--- src/rtl/bp_be_stride_prefetcher.sv ---
// Stride prefetch engine: a direct-mapped, tagged reference prediction table trained by
// load/store addresses, plus a burst FSM that issues prefetch addresses over valid/ready.
module bp_be_stride_prefetcher #(
   parameter int vaddr_width_p  = 39,
   parameter int rpt_entries_p  = 16,
   parameter int tag_width_p    = 10,
   parameter int stride_width_p = 12,
   parameter int conf_width_p   = 2,
   parameter int conf_thresh_p  = 2,
   parameter int degree_max_p   = 4,
   localparam int DegW          = $clog2(degree_max_p+1)
) (
   input  logic                     clk_i,
   input  logic                     reset_i,
   input  logic                     enable_i,
   input  logic                     flush_i,
   input  logic [DegW-1:0]          degree_i,
   input  logic                     train_v_i,
   input  logic [vaddr_width_p-1:0] train_pc_i,
   input  logic [vaddr_width_p-1:0] train_addr_i,
   output logic                     pf_v_o,
   output logic [vaddr_width_p-1:0] pf_addr_o,
   input  logic                     pf_ready_i,
   output logic                     busy_o
);
   localparam int VA = vaddr_width_p;
   localparam int SW = stride_width_p;
   localparam int CW = conf_width_p;
   localparam int TW = tag_width_p;
   localparam int IW = $clog2(rpt_entries_p);
   localparam logic [CW-1:0]   ConfMax = {CW{1'b1}};
   localparam logic [CW:0]     Thresh  = (CW+1)'(conf_thresh_p);
   localparam logic [DegW-1:0] DegMax  = DegW'(degree_max_p);

   typedef enum logic {IDLE, ISSUE} state_e;

   logic          valid_q  [rpt_entries_p];
   logic [TW-1:0] tag_q    [rpt_entries_p];
   logic [VA-1:0] last_q   [rpt_entries_p];
   logic [SW-1:0] stride_q [rpt_entries_p];
   logic [CW-1:0] conf_q   [rpt_entries_p];

   state_e          state_q, state_d;
   logic [VA-1:0]   pf_addr_q, pf_addr_d;
   logic [VA-1:0]   pf_stride_q, pf_stride_d;
   logic [DegW-1:0] cnt_q, cnt_d;

   logic [IW-1:0] idx;
   logic [TW-1:0] tag;
   logic          hit, fits, trigger;
   logic [VA-1:0] delta, stride_ext;
   logic [SW-1:0] stride_d;
   logic [CW-1:0] conf_d;
   logic [DegW-1:0] deg_clamped;

   assign idx = train_pc_i[1 +: IW];
   assign tag = train_pc_i[1+IW +: TW];

   // Table lookup and the trained values that will be written back at this edge.
   always_comb begin
      hit      = valid_q[idx] && (tag_q[idx] == tag);
      delta    = train_addr_i - last_q[idx];
      fits     = ({{(VA-SW){delta[SW-1]}}, delta[SW-1:0]} == delta);
      stride_d = stride_q[idx];
      conf_d   = conf_q[idx];
      if (!hit) begin
         stride_d = '0;
         conf_d   = '0;
      end else if (fits && (delta[SW-1:0] == stride_q[idx]) && (stride_q[idx] != '0)) begin
         if (conf_q[idx] != ConfMax) conf_d = conf_q[idx] + 1'b1;
      end else if (conf_q[idx] == '0) begin
         stride_d = fits ? delta[SW-1:0] : '0;
      end else begin
         conf_d = conf_q[idx] - 1'b1;
      end
      stride_ext  = {{(VA-SW){stride_d[SW-1]}}, stride_d};
      deg_clamped = (degree_i > DegMax) ? DegMax : degree_i;
      trigger     = train_v_i && hit && ({1'b0, conf_d} >= Thresh) && (state_q == IDLE)
                    && enable_i && (degree_i != '0) && !flush_i;
   end

   always_ff @(posedge clk_i or posedge reset_i) begin
      if (reset_i) begin
         for (int i = 0; i < rpt_entries_p; i++) begin
            valid_q[i]  <= 1'b0;
            tag_q[i]    <= '0;
            last_q[i]   <= '0;
            stride_q[i] <= '0;
            conf_q[i]   <= '0;
         end
      end else if (flush_i) begin
         for (int i = 0; i < rpt_entries_p; i++) valid_q[i] <= 1'b0;
      end else if (train_v_i) begin
         valid_q[idx]  <= 1'b1;
         tag_q[idx]    <= tag;
         last_q[idx]   <= train_addr_i;
         stride_q[idx] <= stride_d;
         conf_q[idx]   <= conf_d;
      end
   end

   // Burst FSM; disable or flush drops an in-flight burst since prefetches are only hints.
   always_comb begin
      state_d     = state_q;
      pf_addr_d   = pf_addr_q;
      pf_stride_d = pf_stride_q;
      cnt_d       = cnt_q;
      case (state_q)
         IDLE: begin
            if (trigger) begin
               state_d     = ISSUE;
               pf_addr_d   = train_addr_i + stride_ext;
               pf_stride_d = stride_ext;
               cnt_d       = deg_clamped;
            end
         end
         ISSUE: begin
            if (flush_i || !enable_i) begin
               state_d = IDLE;
            end else if (pf_ready_i) begin
               pf_addr_d = pf_addr_q + pf_stride_q;
               cnt_d     = cnt_q - 1'b1;
               if (cnt_q == DegW'(1)) state_d = IDLE;
            end
         end
         default: state_d = IDLE;
      endcase
   end

   always_ff @(posedge clk_i or posedge reset_i) begin
      if (reset_i) begin
         state_q     <= IDLE;
         pf_addr_q   <= '0;
         pf_stride_q <= '0;
         cnt_q       <= '0;
      end else begin
         state_q     <= state_d;
         pf_addr_q   <= pf_addr_d;
         pf_stride_q <= pf_stride_d;
         cnt_q       <= cnt_d;
      end
   end

   assign pf_v_o    = (state_q == ISSUE);
   assign busy_o    = pf_v_o;
   assign pf_addr_o = pf_addr_q;

endmodule
--- config.mk ---
export PLATFORM = sky130hd
export DESIGN_NAME = bp_be_stride_prefetcher
export DESIGN_NICKNAME = d
export VERILOG_FILES = /design/src/rtl/bp_be_stride_prefetcher.sv
export SDC_FILE = /design/constraint.sdc
export NUM_CORES = 2
export LEC_CHECK = 0
export CORE_AREA = 2 2 310 312
export CTS_CLUSTER_SIZE = 8
export DETAILED_ROUTE_END_ITERATION = 12
export DIE_AREA = 0 0 312 314
export PLACE_DENSITY = 0.73
export SYNTH_ARGS = -nofsm -noshare
export SYNTH_HDL_FRONTEND = slang
export SYNTH_SLANG_ARGS = --single-unit
--- constraint.sdc ---
create_clock -name clk_i -period 48.5 [get_ports clk_i]
set_clock_uncertainty 0.05 [all_clocks]
set_input_delay 14.55 -clock clk_i [delete_from_list [all_inputs] [get_ports clk_i]]
set_output_delay 14.55 -clock clk_i [all_outputs]
set_load 0.005 [all_outputs]
Word-level counts from Yosys, hierarchy flattened
Cells that the tools add are included.
W data, S select, Z words.

word-level totals
  bits of input ports = 87
  memories = 0
  memory bits (read-only) = 0
  latch bits = 0
  output and inout bits = 41
  flip-flop bits (word level) = 1079
  logic and storage cells = 179
  RAM bits = 0

cells by class
  reductions and logical operators = 20
  $add $sub $neg = 6
  shifts and indexed selects = 0
  $lt $le $gt $ge = 4
  equality and inequality tests = 8
  div/mod/pow operators = 0
  bitwise gates (word level) = 4
  muxes and demuxes = 53
  $mul = 0

operators by type and width
  kind                 number
  $bwmux W624          1
  $mux W39             6
  $bwmux W192          1
  $bwmux W160          1
  $bmux W39 S4         1
  $demux W39 S4        1
  $mux W12             7
  $add A39 B39 Y39     2
  $pmux W39 S2         1
  $bmux W12 S4         1
  $demux W12 S4        1
  $bmux W10 S4         1
  $demux W10 S4        1
  $sub A39 B39 Y39     1
  $bwmux W32           1
  $mux W16             2
  $mux W10             3
  $eq A27 B27 Y1       1
  $or A16 B16 Y16      1
  $mux W2              7
  $eq A12 B12 Y1       1
  $mux W3              4
  $reduce_bool A12 Y1  1
  $eq A10 B10 Y1       1
  26 further kinds     47

Longest topological paths before layout
  word-level depth = 18
  gate-level depth with buffers = 43
  gate-level depth less buffers = 32

Least setup slack after synthesis
No wires, ideal clock.

  kind = input-to-reg
  start = input train_pc_i[1]
  end = register pf_addr_q[35], in the netlist pf_addr_o[35]
  path slack = 24287 ps
  library setup time = 128 ps
  stages = 39
  arrival = 24036 ps
  required time = 48322 ps
  cells stage by stage = buf_6 > buf_6 > buf_6 > buf_6 > clkbuf_1 > buf_1 > buf_1 > mux4_2 > mux4_2 > ha_1 > fa_1 > nor2b_1 > o31a_1 > o21ai_1 > o21ai_1 > nor3_1 > or2_0 > a221oi_1 > [... 3 more ...] > a21boi_1 > or2_1 > clkbuf_1 > clkbuf_1 > inv_1 > ha_1 > o21a_1 > nor2_1 > or4_1 > o21ai_0 > o211ai_1 > o311ai_0 > a211oi_1 > o21ai_0 > nor2_1 > xnor2_1 > mux2_2 > mux2_1

RTL lines
  element                                                  line    text
  start, declared                                          19      input logic [vaddr_width_p-1:0] train_pc_i,
  $not A4 Y5 (implied by the code) (*)                     -
  $bmux W39 S4                                             62      delta = train_addr_i - last_q[idx];
  $mux W39 (implied by the code) (2 in series)             62
  $sub A39 B39 Y39                                         62
  $eq A27 B27 Y1 / $eq A12 B12 Y1 (equally long branches)  63, 69
  $mux W12 / $logic_and A1 B1 Y1 (equally long branches)   72, 69
  $mux W12 / $logic_and A1 B1 Y1 (equally long branches)   71, 69
  $mux W12                                                 69      end else if (fits && (delta[SW-1:0] == stride_q[idx]) && (stride_q[idx] != '0)) begin
  $mux W12 (*)                                             66      if (!hit) begin
  net stride_d[11]                                         52      logic [SW-1:0] stride_d;
  $add A39 B39 Y39 (*)                                     112     pf_addr_d = train_addr_i + stride_ext;
  $mux W39 (*)                                             110     if (trigger) begin
  $pmux W39 S2 (*)                                         108     case (state_q)
  end signal, assigned                                     138     pf_addr_q <= pf_addr_d;
  end, declared                                            44      logic [VA-1:0] pf_addr_q, pf_addr_d;

The timed path passes the listed nets; every way through them passes the cells marked *. The select of a mux whose other input is x is not followed.
A chain may end at the register's enable or synchronous reset.

Final worst setup path
  start = input train_pc_i[1]
  end = register pf_addr_q[37], in the netlist pf_addr_o[37]

Same word-level chain as after synthesis.

==> results.txt <==
CTS Buffer Depth -> 3
CP startpoint -> train_pc_i[1]
Mapped Avg Cell Area -> 11.82 µm²
Worst path max stage delay -> 0.81 ns
total grt overflow -> 0
Site Rows -> 113
status -> finished clean
Slew headroom -> 18.83%
Critical path buffers and inverters -> 5
core area -> 0.09445 mm²
DRT Pass-1 Iters -> 5
CP max FO -> 56
Worst path depth -> 33
critical path type -> input pin to flop
EDFF count, synth -> 0
CP required -> 49.09 ns
Die Wd -> 312 µm
Sw Share -> 26.77%
Net Switching -> 0.0006658 W
Area Growth Syn to Fin -> 10.49%
Worst Max-Slew Pin Slew -> 1.218 ns
clock root cell -> clkbuf_16
clock power share -> 38.3%
clock slew at reported path FFs -> 0.05 ns
DR iter-0 viols -> 3610
flop2flop setup slack -> 37.98 ns
layout cells sized above 1 -> 27.48%
worst setup path endpoint -> pf_addr_o[37]$_DFFE_PP0P_
pwr/cell area -> 40.57 mW/mm²
r2r endpoint -> pf_addr_o[37]$_DFFE_PP0P_
Seq/Total Area, Yosys -> 48.66%
first-pass GRT wire length -> 228.2 mm
Die ar. -> 0.09797 mm²
hold_buf cts -> 0
Starting Density -> 58.75%
CTS tree -> built
crit path DAT -> 26.75 ns
Synth top area share -> 48.66%
Mapped Area -> 0.05549 mm²
Synth Instances -> 4694
final hold violation count -> 0
pin count of the biggest net entering global routing -> 179
clk sinks -> 1079
IO Pins -> 128
max_cap viols -> 0
via-per-instance ratio -> 6.343
worst r2r path cells -> 30
synth top area cells -> dfrtp_1 (49%), mux4_2 (13%), mux2_2 (12%), nand2_1 (6.4%), ha_1 (2.7%)
dpl hpwl -> 85.34 mm
nets@finish -> 4874
Tmin final -> 26.16 ns
CTS resizes -> 0
gpl congestion -> 0.9184
hold_ws -> 0.4144 ns
Mapped Nets -> 4902
Final Max Tran Viols -> 0
Antenna Nets Post-Route -> 0
#FFs+latches synth -> 1079
drt wl/cell -> 24.42 µm
# fillers -> 7053
chip height -> 314 µm
setup_tns -> 0 ns
CP Capture Type -> flop
Comb power frac -> 17.9%
Final setup viols -> 0
slowest CP cell -> buf_4
routed wire length -> 145.3 mm
CTS Buf Count -> 153
H-tree depth -> 4
Netlist cell types -> 94
initial antenna violation count -> 2
worst hold-check path type -> flop to flop
Async SR Flop Fraction -> 100.0%
via count -> 37740
RSZ-0062 raised after global routing -> no
register share of total power -> 43.8%
yosys warns -> 0
Clk Latency, worst-skew pair -> 0.76 ns
Setup Buffers After CTS -> 0
# port buffers -> 102
CP delay by family, top -> compound AO/OA/AOI/OAI gates
Total GRT Usage -> 30.35%
Worst R2R Start -> last_q[162]$_DFFE_PP0P_
area leader, netlist -> dfrtp_1
most frequent CP cell -> o21ai_0
number of global-route vias before repair -> 38680
Max VDD drop -> 0.03343 mV
achievable frequency -> 0.03822 GHz
Tcrit/Tclk final -> 53.95%
Int Pwr -> 0.001821 W
startpoint types -> input pin
Static Leak -> 28.59 nW
drt drc -> 0
Top FF cell, synth -> dfrtp_1
## metrics by stage
| step | total power, W | utilization [%] | worst slack [ns] | cells | instance area [µm²] |
|---|---|---|---|---|---|
| 2_1_floorplan | 0.001436 | - | 3.524 | 4694 | 55490 |
| 3_3_place_gp | 0.001525 | 60.55 | 21.71 | 5776 | 57190 |
| 3_5_place_dp | 0.001544 | 60.55 | 21.63 | 5776 | 57190 |
| 4_1_cts | 0.002496 | 64.91 | 22.41 | 5948 | 61300 |
| 5_1_grt | 0.002591 | 64.91 | 21.51 | 5950 | 61310 |
| 6_report | 0.002487 | 64.91 | 22.34 | 5950 | 61310 |
## sequential cells by signal, summed over array words and instances, names as in the netlist
name	flops
last_q	624
stride_q	192
tag_q	160
pf_addr_o	39
conf_q	32
valid_q	16
pf_stride_q	12
cnt_q	3
busy_o	1
## layer usage
layer | share of wire [%] | routed length (µm) | track usage [%]
met5 | 0 | 0 | 0
met4 | 2.8 | 4058 | 10.34
met3 | 7.1 | 10360 | 4.980
met2 | 47 | 68800 | 48.40
met1 | 43 | 62070 | 42.86
## cell usage in the layout, fill, tap and decap left out, drive strengths merged, types with 27 or more instances in the layout
master | synthesis | routed
mux4 | 309 | 309
nand3 | 31 | 31
nor3 | 43 | 43
clkdlybuf4s50 | 0 | 98
o21ai | 345 | 345
nor2 | 111 | 111
clkbuf | 204 | 160
inv | 104 | 111
a21o | 46 | 46
buf | 152 | 75
xor2 | 37 | 37
ha | 118 | 118
nand2 | 944 | 944
dfrtp | 1079 | 1079
xnor2 | 77 | 77
a31oi | 27 | 27
mux2 | 610 | 610
a21oi | 107 | 107
a22oi | 34 | 34
## cell families (layout without fill, tap and decap cells)
| kind of cell | after synthesis | after routing | share of synthesized area [%] |
|---|---|---|---|
| multiplexers | 927 | 927 | 25.13 |
| flip-flops | 1079 | 1079 | 48.66 |
| buffers and inverters | 461 | 450 | 3.588 |
| other | 0 | 2 | 0 |
| adder cells (fa/ha/maj) | 121 | 121 | 2.769 |
| XOR/XNOR | 114 | 114 | 1.813 |
| AND/OR/NAND/NOR | 1298 | 1298 | 9.931 |
| AO/OA/AOI/OAI | 694 | 694 | 8.102 |
## power groups by stage
| stage | registers (W) | logic, W | clock network (W) |
|---|---|---|---|
| 4_1_cts | 0.00109 | 0.000445 | 0.000962 |
| 6_report | 0.00109 | 0.000445 | 0.000952 |
| 3_5_place_dp | 0.00110 | 0.000441 | 0 |
| 3_3_place_gp | 0.00109 | 0.000430 | 0 |
| 5_1_grt | 0.00110 | 0.000485 | 0.00100 |
| 2_1_floorplan | 0.00109 | 0.000349 | 0 |
## Yosys cell counts, types with 7 or more instances
cell type / instances
mux2_1: 21
o211ai_1: 8
buf_2: 28
buf_6: 28
nor2b_1: 15
and2_1: 13
a21o_1: 46
o21bai_1: 14
xnor2_1: 77
buf_1: 92
o21ai_2: 76
a21oi_1: 103
nor3_1: 43
inv_2: 9
mux2i_1: 8
or2_1: 12
or3_1: 16
o21ai_1: 106
nor4_1: 11
xor2_1: 36
a31oi_1: 27
and4_1: 7
nand4_1: 22
nand3_1: 31
a21boi_0: 7
nor2_1: 111
clkbuf_1: 204
a22oi_1: 32
or2_2: 7
nand2b_1: 25
and3_1: 15
a211o_1: 9
inv_1: 95
mux2_4: 10
dfrtp_1: 1079
mux4_2: 309
mux2_2: 579
o21a_1: 24
a211oi_1: 11
o21ai_0: 163
nand2_1: 941
ha_1: 118
## worst reg2reg max path, delay by kind of cell (launching register included)
| family | cells | cell delay [ns] |
|---|---|---|
| AOI/OAI and AO/OA | 16 | 5.22 |
| and+or+nand+nor | 5 | 1.97 |
| muxes | 4 | 1.60 |
| adders and majority gates | 2 | 0.55 |
| xor gates and xnor gates | 1 | 0.41 |
| DFF | 1 | 0.38 |
| buffers and inverters | 2 | 0.25 |
## final cells by class
cell class	count	area, µm²	share of cell area (%)
antenna	2	5.005	0.008163
clock buffer	160	3919	6.392
clock inverter	12	196.4	0.3204
inverter	105	401.6	0.6551
multi-input combinational	3154	26630	43.44
sequential	1079	27000	44.04
tap	1265	1583	2.582
timing repair buffer	173	1572	2.563
## worst min path at each step
stage | start | end | slack (ns) | depth (start not counted)
after global routing | last_q[15]$_DFFE_PP0P_ | last_q[15]$_DFFE_PP0P_ | 0.43 | 2
final | last_q[187]$_DFFE_PP0P_ | last_q[187]$_DFFE_PP0P_ | 0.41 | 2
after CTS | last_q[187]$_DFFE_PP0P_ | last_q[187]$_DFFE_PP0P_ | 0.42 | 2
after floorplan | last_q[158]$_DFFE_PP0P_ | last_q[158]$_DFFE_PP0P_ | 0.39 | 2
after detailed placement | last_q[187]$_DFFE_PP0P_ | last_q[187]$_DFFE_PP0P_ | 0.41 | 2
after global placement | last_q[496]$_DFFE_PP0P_ | last_q[496]$_DFFE_PP0P_ | 0.40 | 2
Note: power is estimated with default switching activity, not from simulation.
